`config.mk`:
```
export PLATFORM = sky130hd
export DESIGN_NAME = stab_sweep_seq
export DESIGN_NICKNAME = d
export VERILOG_FILES = /design/src/rtl/stab_pkg.sv /design/src/rtl/stab_timer.sv /design/src/rtl/stab_sweep_seq.sv
export SDC_FILE = /design/constraint.sdc
export NUM_CORES = 1
export LEC_CHECK = 0
export ABC_AREA = 1
export CAP_MARGIN = 20
export CORE_ASPECT_RATIO = 0.5
export CORE_UTILIZATION = 40
export DETAILED_ROUTE_END_ITERATION = 12
export PLACE_DENSITY_LB_ADDON = 0.05
export REMOVE_ABC_BUFFERS = 1
export SYNTH_ARGS = -nofsm -noshare
export SYNTH_HDL_FRONTEND = slang
export SYNTH_SLANG_ARGS = --single-unit
```
`constraint.sdc`:
```
create_clock -name clk -period 10.6 [get_ports clk]
set_clock_uncertainty 0.05 [all_clocks]
set_input_delay 3.18 -clock clk [delete_from_list [all_inputs] [get_ports clk]]
set_output_delay 3.18 -clock clk [all_outputs]
set_load 0.05 [all_outputs]
```
`src/rtl/stab_pkg.sv`:
```
// Shared definitions for the stability sweep sequencer: FSM states, mode codes
// and the layout of the result tag attached to every captured sample.
package stab_pkg;

  typedef enum logic [2:0] {
    S_IDLE,
    S_DC_SETTLE,
    S_DC_MEAS,
    S_AC_SETTLE,
    S_AC_MEAS,
    S_SP_SETTLE,
    S_SP_MEAS,
    S_FIN
  } state_e;

  localparam logic [1:0] MODE_IDLE = 2'd0;
  localparam logic [1:0] MODE_DC   = 2'd1;
  localparam logic [1:0] MODE_AC   = 2'd2;
  localparam logic [1:0] MODE_SP   = 2'd3;

  localparam int TAG_W         = 20;
  localparam int TAG_POINT_LSB = 0;
  localparam int TAG_PROBE_BIT = 16;
  localparam int TAG_PORT_BIT  = 17;
  localparam int TAG_MODE_LSB  = 18;

  function automatic logic [TAG_W-1:0] make_tag(input logic [1:0] mode, input logic port,
                                                input logic probe, input logic [15:0] point);
    logic [TAG_W-1:0] t;
    t = '0;
    t[TAG_MODE_LSB +: 2]   = mode;
    t[TAG_PORT_BIT]        = port;
    t[TAG_PROBE_BIT]       = probe;
    t[TAG_POINT_LSB +: 16] = point;
    return t;
  endfunction

endpackage

```
`src/rtl/stab_timer.sv`:
```
// Loadable down-counter shared by settle timing and sample-ack timeout.
// Load has priority over decrement; the counter parks at zero.
module stab_timer #(
  parameter int W = 16
) (
  input  logic         clk,
  input  logic         rst,
  input  logic         load,
  input  logic [W-1:0] load_val,
  input  logic         dec,
  output logic         zero
);

  logic [W-1:0] cnt_q, cnt_d;

  always_comb begin
    cnt_d = cnt_q;
    if (load) begin
      cnt_d = load_val;
    end else if (dec && (cnt_q != '0)) begin
      cnt_d = cnt_q - 1'b1;
    end
  end

  always_ff @(posedge clk or posedge rst) begin
    if (rst) cnt_q <= '0;
    else     cnt_q <= cnt_d;
  end

  assign zero = (cnt_q == '0);

endmodule

```
`src/rtl/stab_sweep_seq.sv`:
```
// Stability sweep sequencer: DC bias check, AC loop-gain sweep and two-port SP
// sweep, issuing sampler requests and tagging each captured sample.
module stab_sweep_seq
  import stab_pkg::*;
#(
  parameter int TIMEOUT = 255,
  parameter int FW      = 32
) (
  input  logic          clk,
  input  logic          rst,
  input  logic          start,
  input  logic          abort,
  input  logic [FW-1:0] f_start,
  input  logic [FW-1:0] f_step,
  input  logic [15:0]   n_points,
  input  logic [15:0]   settle_cyc,
  input  logic          smp_ack,
  input  logic [31:0]   smp_data,
  output logic [1:0]    mode,
  output logic [FW-1:0] freq,
  output logic          freq_valid,
  output logic          inj_en,
  output logic          port_sel,
  output logic          probe_sel,
  output logic          smp_req,
  output logic          res_valid,
  output logic [31:0]   res_data,
  output logic [19:0]   res_tag,
  output logic          busy,
  output logic          done,
  output logic          err,
  output state_e        dbg_state
);

  localparam logic [15:0] TO_LOAD = 16'(TIMEOUT - 1);

  state_e        state_q, state_d;
  logic [1:0]    mode_q, mode_d;
  logic [FW-1:0] freq_q, freq_d, fs_q, fs_d, fst_q, fst_d;
  logic          fv_q, fv_d, inj_q, inj_d, port_q, port_d, probe_q, probe_d;
  logic          req_q, req_d, rv_q, rv_d, busy_q, busy_d, done_q, done_d, err_q, err_d;
  logic [31:0]   rdata_q, rdata_d;
  logic [19:0]   rtag_q, rtag_d;
  logic [15:0]   point_q, point_d, npts_q, npts_d, settle_q, settle_d;
  logic          tmr_load, tmr_dec, tmr_zero, last_pt, quiesce;
  logic [15:0]   tmr_val;

  // Settle states hold max(settle,1) cycles, so the counter is loaded one short.
  function automatic logic [15:0] settle_load(input logic [15:0] s);
    return (s == 16'd0) ? 16'd0 : s - 16'd1;
  endfunction

  stab_timer #(.W(16)) u_timer (
    .clk      (clk),
    .rst      (rst),
    .load     (tmr_load),
    .load_val (tmr_val),
    .dec      (tmr_dec),
    .zero     (tmr_zero)
  );

  assign last_pt = (point_q == npts_q - 16'd1);

  always_comb begin
    state_d = state_q;  mode_d = mode_q;   freq_d = freq_q;   fv_d = fv_q;
    inj_d = inj_q;      port_d = port_q;   probe_d = probe_q; req_d = req_q;
    rv_d = 1'b0;        rdata_d = rdata_q; rtag_d = rtag_q;   busy_d = busy_q;
    done_d = 1'b0;      err_d = 1'b0;      point_d = point_q; fs_d = fs_q;
    fst_d = fst_q;      npts_d = npts_q;   settle_d = settle_q;
    tmr_load = 1'b0;    tmr_dec = 1'b0;    tmr_val = settle_load(settle_q);
    quiesce = 1'b0;
    case (state_q)
      S_IDLE: begin
        if (start) begin
          fs_d = f_start;  fst_d = f_step;  npts_d = n_points;  settle_d = settle_cyc;
          tmr_load = 1'b1; tmr_val = settle_load(settle_cyc);
          state_d = S_DC_SETTLE; busy_d = 1'b1; mode_d = MODE_DC;
          point_d = '0; probe_d = 1'b0; port_d = 1'b0;
        end
      end
      S_DC_SETTLE, S_AC_SETTLE, S_SP_SETTLE: begin
        if (tmr_zero) begin
          state_d  = (state_q == S_DC_SETTLE) ? S_DC_MEAS :
                     (state_q == S_AC_SETTLE) ? S_AC_MEAS : S_SP_MEAS;
          req_d    = 1'b1;
          tmr_load = 1'b1;
          tmr_val  = TO_LOAD;
        end else begin
          tmr_dec = 1'b1;
        end
      end
      S_DC_MEAS, S_AC_MEAS, S_SP_MEAS: begin
        if (!req_q) begin
          req_d = 1'b1; tmr_load = 1'b1; tmr_val = TO_LOAD;
        end else if (smp_ack) begin
          req_d = 1'b0; rv_d = 1'b1; rdata_d = smp_data;
          rtag_d = make_tag(mode_q, port_q, probe_q, point_q);
          probe_d = ~probe_q;
          if (probe_q) begin
            // Both probes done: move on; any SETTLE entry reloads the settle time.
            tmr_load = 1'b1;
            case (state_q)
              S_DC_MEAS: begin
                if (npts_q == 16'd0) begin
                  state_d = S_FIN; done_d = 1'b1; quiesce = 1'b1;
                end else begin
                  state_d = S_AC_SETTLE; mode_d = MODE_AC; inj_d = 1'b1;
                  fv_d = 1'b1; freq_d = fs_q; point_d = '0;
                end
              end
              S_AC_MEAS: begin
                if (last_pt) begin
                  state_d = S_SP_SETTLE; mode_d = MODE_SP; inj_d = 1'b0;
                  freq_d = fs_q; point_d = '0; port_d = 1'b0;
                end else begin
                  state_d = S_AC_SETTLE; point_d = point_q + 16'd1; freq_d = freq_q + fst_q;
                end
              end
              default: begin
                if (!port_q) begin
                  state_d = S_SP_SETTLE; port_d = 1'b1;
                end else if (last_pt) begin
                  state_d = S_FIN; done_d = 1'b1; quiesce = 1'b1;
                end else begin
                  state_d = S_SP_SETTLE; port_d = 1'b0;
                  point_d = point_q + 16'd1; freq_d = freq_q + fst_q;
                end
              end
            endcase
          end
        end else if (tmr_zero) begin
          state_d = S_IDLE; err_d = 1'b1; quiesce = 1'b1;
        end else begin
          tmr_dec = 1'b1;
        end
      end
      S_FIN:   state_d = S_IDLE;
      default: state_d = S_IDLE;
    endcase
    // Abort wins over a same-cycle ack or timeout: nothing is reported.
    if (abort && (state_q != S_IDLE)) begin
      state_d = S_IDLE; rv_d = 1'b0; done_d = 1'b0; err_d = 1'b0;
      rdata_d = rdata_q; rtag_d = rtag_q; tmr_load = 1'b0; tmr_dec = 1'b0;
      quiesce = 1'b1;
    end
    if (quiesce) begin
      busy_d = 1'b0; mode_d = MODE_IDLE; freq_d = '0; fv_d = 1'b0; inj_d = 1'b0;
      port_d = 1'b0; probe_d = 1'b0; req_d = 1'b0;
    end
  end

  always_ff @(posedge clk or posedge rst) begin
    if (rst) begin
      state_q <= S_IDLE; mode_q <= MODE_IDLE; freq_q <= '0; fv_q <= 1'b0; inj_q <= 1'b0;
      port_q <= 1'b0; probe_q <= 1'b0; req_q <= 1'b0; rv_q <= 1'b0; rdata_q <= '0;
      rtag_q <= '0; busy_q <= 1'b0; done_q <= 1'b0; err_q <= 1'b0; point_q <= '0;
      fs_q <= '0; fst_q <= '0; npts_q <= '0; settle_q <= '0;
    end else begin
      state_q <= state_d; mode_q <= mode_d; freq_q <= freq_d; fv_q <= fv_d; inj_q <= inj_d;
      port_q <= port_d; probe_q <= probe_d; req_q <= req_d; rv_q <= rv_d; rdata_q <= rdata_d;
      rtag_q <= rtag_d; busy_q <= busy_d; done_q <= done_d; err_q <= err_d; point_q <= point_d;
      fs_q <= fs_d; fst_q <= fst_d; npts_q <= npts_d; settle_q <= settle_d;
    end
  end

  assign mode = mode_q;        assign freq = freq_q;       assign freq_valid = fv_q;
  assign inj_en = inj_q;       assign port_sel = port_q;   assign probe_sel = probe_q;
  assign smp_req = req_q;      assign res_valid = rv_q;    assign res_data = rdata_q;
  assign res_tag = rtag_q;     assign busy = busy_q;       assign done = done_q;
  assign err = err_q;          assign dbg_state = state_q;

endmodule

```
==> metrics.cfg <==
[global_route]
global_route.usage.total = 0.2358
pin_count_of_the_biggest_net_entering_global_routing = 113
grt_pass1_vias = 12840
gr-total-overflow = 0
grt_first_pass_wirelength_um = 67690
grt_antenna_before_repair = 0

[pwr]
ir_drop_mv = 0.1491
total_power_mw = 5.587
pwr_cell_area_nw_per_um2 = 319.2
static-leakage-power_nw = 8.370

[finish]
layout-area-overhead-vs-synth_pct = 24.98
fin_cells = 2690
register_area_sq_um = 5655
finalInstanceArea_sq_um = 17500
multi_input_comb_area_sq_um = 7310
layout_common_cells = sky130_fd_sc_hd__nand2_1 (724), sky130_fd_sc_hd__clkdlybuf4s50_1 (230), sky130_fd_sc_hd__dfrtp_1 (226), sky130_fd_sc_hd__inv_1 (192), sky130_fd_sc_hd__nor2_1 (154)
antenna_cells_inserted = 0
fraction_of_final_layout_cells_with_drive_strength_greater_than_1 = 0.04560
layout_commonest_cell = sky130_fd_sc_hd__nand2_1
utilization = 0.5077
filler_cell_count = 3593
fin_nets = 2376

[sta]
slew_viol_final = 0
fmax_ghz = 0.1624
layout_worst_path_cycle_share = 0.5809
timing.final.ws_setup_ps = 4443
final_period_minus_worst_setup_slack_ps = 6157
total_negative_slack_ps = 0
worst_slew_pin_tran_ps = 892.8
rsz0062_at_grt = no
worst_slew_margin = 0.4041
hold_viol_final = 0
setup_violations = 0
hold_ws_ps = 416.7

[drt]
detail_route.drc_violations = 0
routed_wire_length_per_instance_um = 15.62
final_antenna_violating_net_count = 0
initialDrtViolationCount = 899
detail_route.first_pass.iterations = 7
totalWireLength_um = 42010
routed_via_density = 4.943
vias = 13300

[logic_synthesis]
postSynth.asyncResetShare = 1.000
synth_edf_count = 0
area_of_the_mapped_netlist_sq_um = 14000
synth-compound-area-share = 0.1150
dominantRegCellSynth = sky130_fd_sc_hd__dfrtp_1
synth_seq_area_share = 0.4039
yosys-mux-area-fraction = 0
synthDistinctLibCells = 49
yosys.area_share.adder = 0.03628
postSynthRegisterBits = 226
post-synth-top-area-fraction = 0.4039
synth.top_cells.by_area = sky130_fd_sc_hd__dfrtp_1 (40%), sky130_fd_sc_hd__nand2_1 (19%), sky130_fd_sc_hd__nand3_1 (5.3%)
main_combinational_cell_family_by_area_after_synthesis = simple AND/OR/NAND/NOR gates
post_synthesis_instance_total = 1997
synth_top_cell_by_area = sky130_fd_sc_hd__dfrtp_1
post_synth.cell_area_avg_sq_um = 7.012
synth_xor_area_frac = 0.04128
synth_simple_gate_area_frac = 0.3287
yosysWarningCount = 0

[worst_setup_path]
worstSetupStartpointType = input pin
worstPathRequired_ps = 11000
worstPathMaxFanout = 16
setup.worst_path.class = input pin to register
worstPathArrival_ps = 6550
worstSetupEndpointType = register

[placement]
place.port_buffers = 230
dpl.hpwl_um = 31040
gp_congestion = 0.9027
dpl_worst_slack_ps = 3965
placed_area_sq_um = 16720
dp_cells = 2650

[clock_network]
clk_latency_ps = 560
cts_tree = done
path_clk_slew_ps = 60
postCtsResizedCells = 0
clock_path_buffers = 3
cts_made_buffers = 24
ctsHoldBuffers = 0
cts_post_setup_buffers_inserted = 0
clock-root-buffer = sky130_fd_sc_hd__clkbuf_16
h_tree_levels = 1
cts_sinks = 226

[run_status]
run_status = completed

[floorplanning]
die-area_sq_um = 35810
die_width_um = 266.6
initial_core_utilization = 0.4062
placement_row_count = 48
die_height_um = 134.3
coreArea_sq_um = 34470
io_pins = 231

[run]
cap_violations = 0

[worst_hold_path]
hold_path_class = register to register

cell usage after synthesis (14+ instances only):
master / count
sky130_fd_sc_hd__a21oi_1: 57
sky130_fd_sc_hd__clkbuf_1: 39
sky130_fd_sc_hd__dfrtp_1: 226
sky130_fd_sc_hd__ha_1: 39
sky130_fd_sc_hd__inv_1: 194
sky130_fd_sc_hd__inv_2: 18
sky130_fd_sc_hd__nand2_1: 725
sky130_fd_sc_hd__nand3_1: 149
sky130_fd_sc_hd__nand4_1: 14
sky130_fd_sc_hd__nor2_1: 155
sky130_fd_sc_hd__nor3_1: 23
sky130_fd_sc_hd__o21ai_0: 130
sky130_fd_sc_hd__o21ai_1: 22
sky130_fd_sc_hd__o22ai_1: 21
sky130_fd_sc_hd__xnor2_1: 23
sky130_fd_sc_hd__xor2_1: 43
where the power goes:
group	internal (mW)	total, mW	switching, mW
sequential	1.23	1.53	0.300
clock	0.466	0.831	0.365
combinational	1.07	3.22	2.15
total	2.77	5.59	2.82
registers in the layout, summed over array words and instances (netlist names), 2 cells and up:
register and flops:
settle_q 16, res_tag 20, dbg_state 3, fst_q 32, npts_q 16, res_data 32
freq 32, u_timer.cnt_q 16, fs_q 32, mode 2, point_q 16
per-layer routing:
layer	wire length, um	vias to the layer above	global-route usage	share of wire
met5	0	-	0	0
met4	745	0	0.04757	0.018
met3	1868	56	0.03617	0.044
met2	19040	266	0.3883	0.45
met1	20360	6149	0.3284	0.48
li1	-	6827	-	-
path summary, 6_finish.rpt:
kind	start	to	slack [ps]	cells past startpoint
max	smp_ack	point_q[5]$_DFFE_PP0P_	4440	7
min	res_data[11]$_DFFE_PP0P_	res_data[11]$_DFFE_PP0P_	420	2
max reg2reg	dbg_state[0]$_DFFE_PP0P_	freq[22]$_DFFE_PP0P_	6490	15
min reg2reg	res_data[11]$_DFFE_PP0P_	res_data[11]$_DFFE_PP0P_	420	2
max in group asynchronous	rst	freq[26]$_DFFE_PP0P_	5930	3
min in group asynchronous	rst	res_data[16]$_DFFE_PP0P_	3100	2
cells by family after synthesis:
| group | after synthesis |
|---|---|
| DFF | 226 |
| xor gates and xnor gates | 66 |
| AOI/OAI and AO/OA | 285 |
| adders and majority gates | 40 |
| and+or+nand+nor | 1109 |
| buffers and inverters | 271 |
cell type report:
class / count / area share
sequential: 226 / 0.3231
clock inverter: 5 / 0.003503
clock buffer: 33 / 0.03853
inverter: 213 / 0.04640
timing repair buffer: 238 / 0.1368
multi-input combinational: 1500 / 0.4176
tap: 475 / 0.03396
critical path: stages:
cell                              delay, ps
sky130_fd_sc_hd__clkdlybuf4s50_1        590
sky130_fd_sc_hd__o21ai_0                200
sky130_fd_sc_hd__nor4_1                 590
sky130_fd_sc_hd__o21ai_0                470
sky130_fd_sc_hd__inv_1                  510
sky130_fd_sc_hd__nand3_1                610
sky130_fd_sc_hd__o31ai_1                390
No activity file was read; power rests on OpenSTA's default activity.
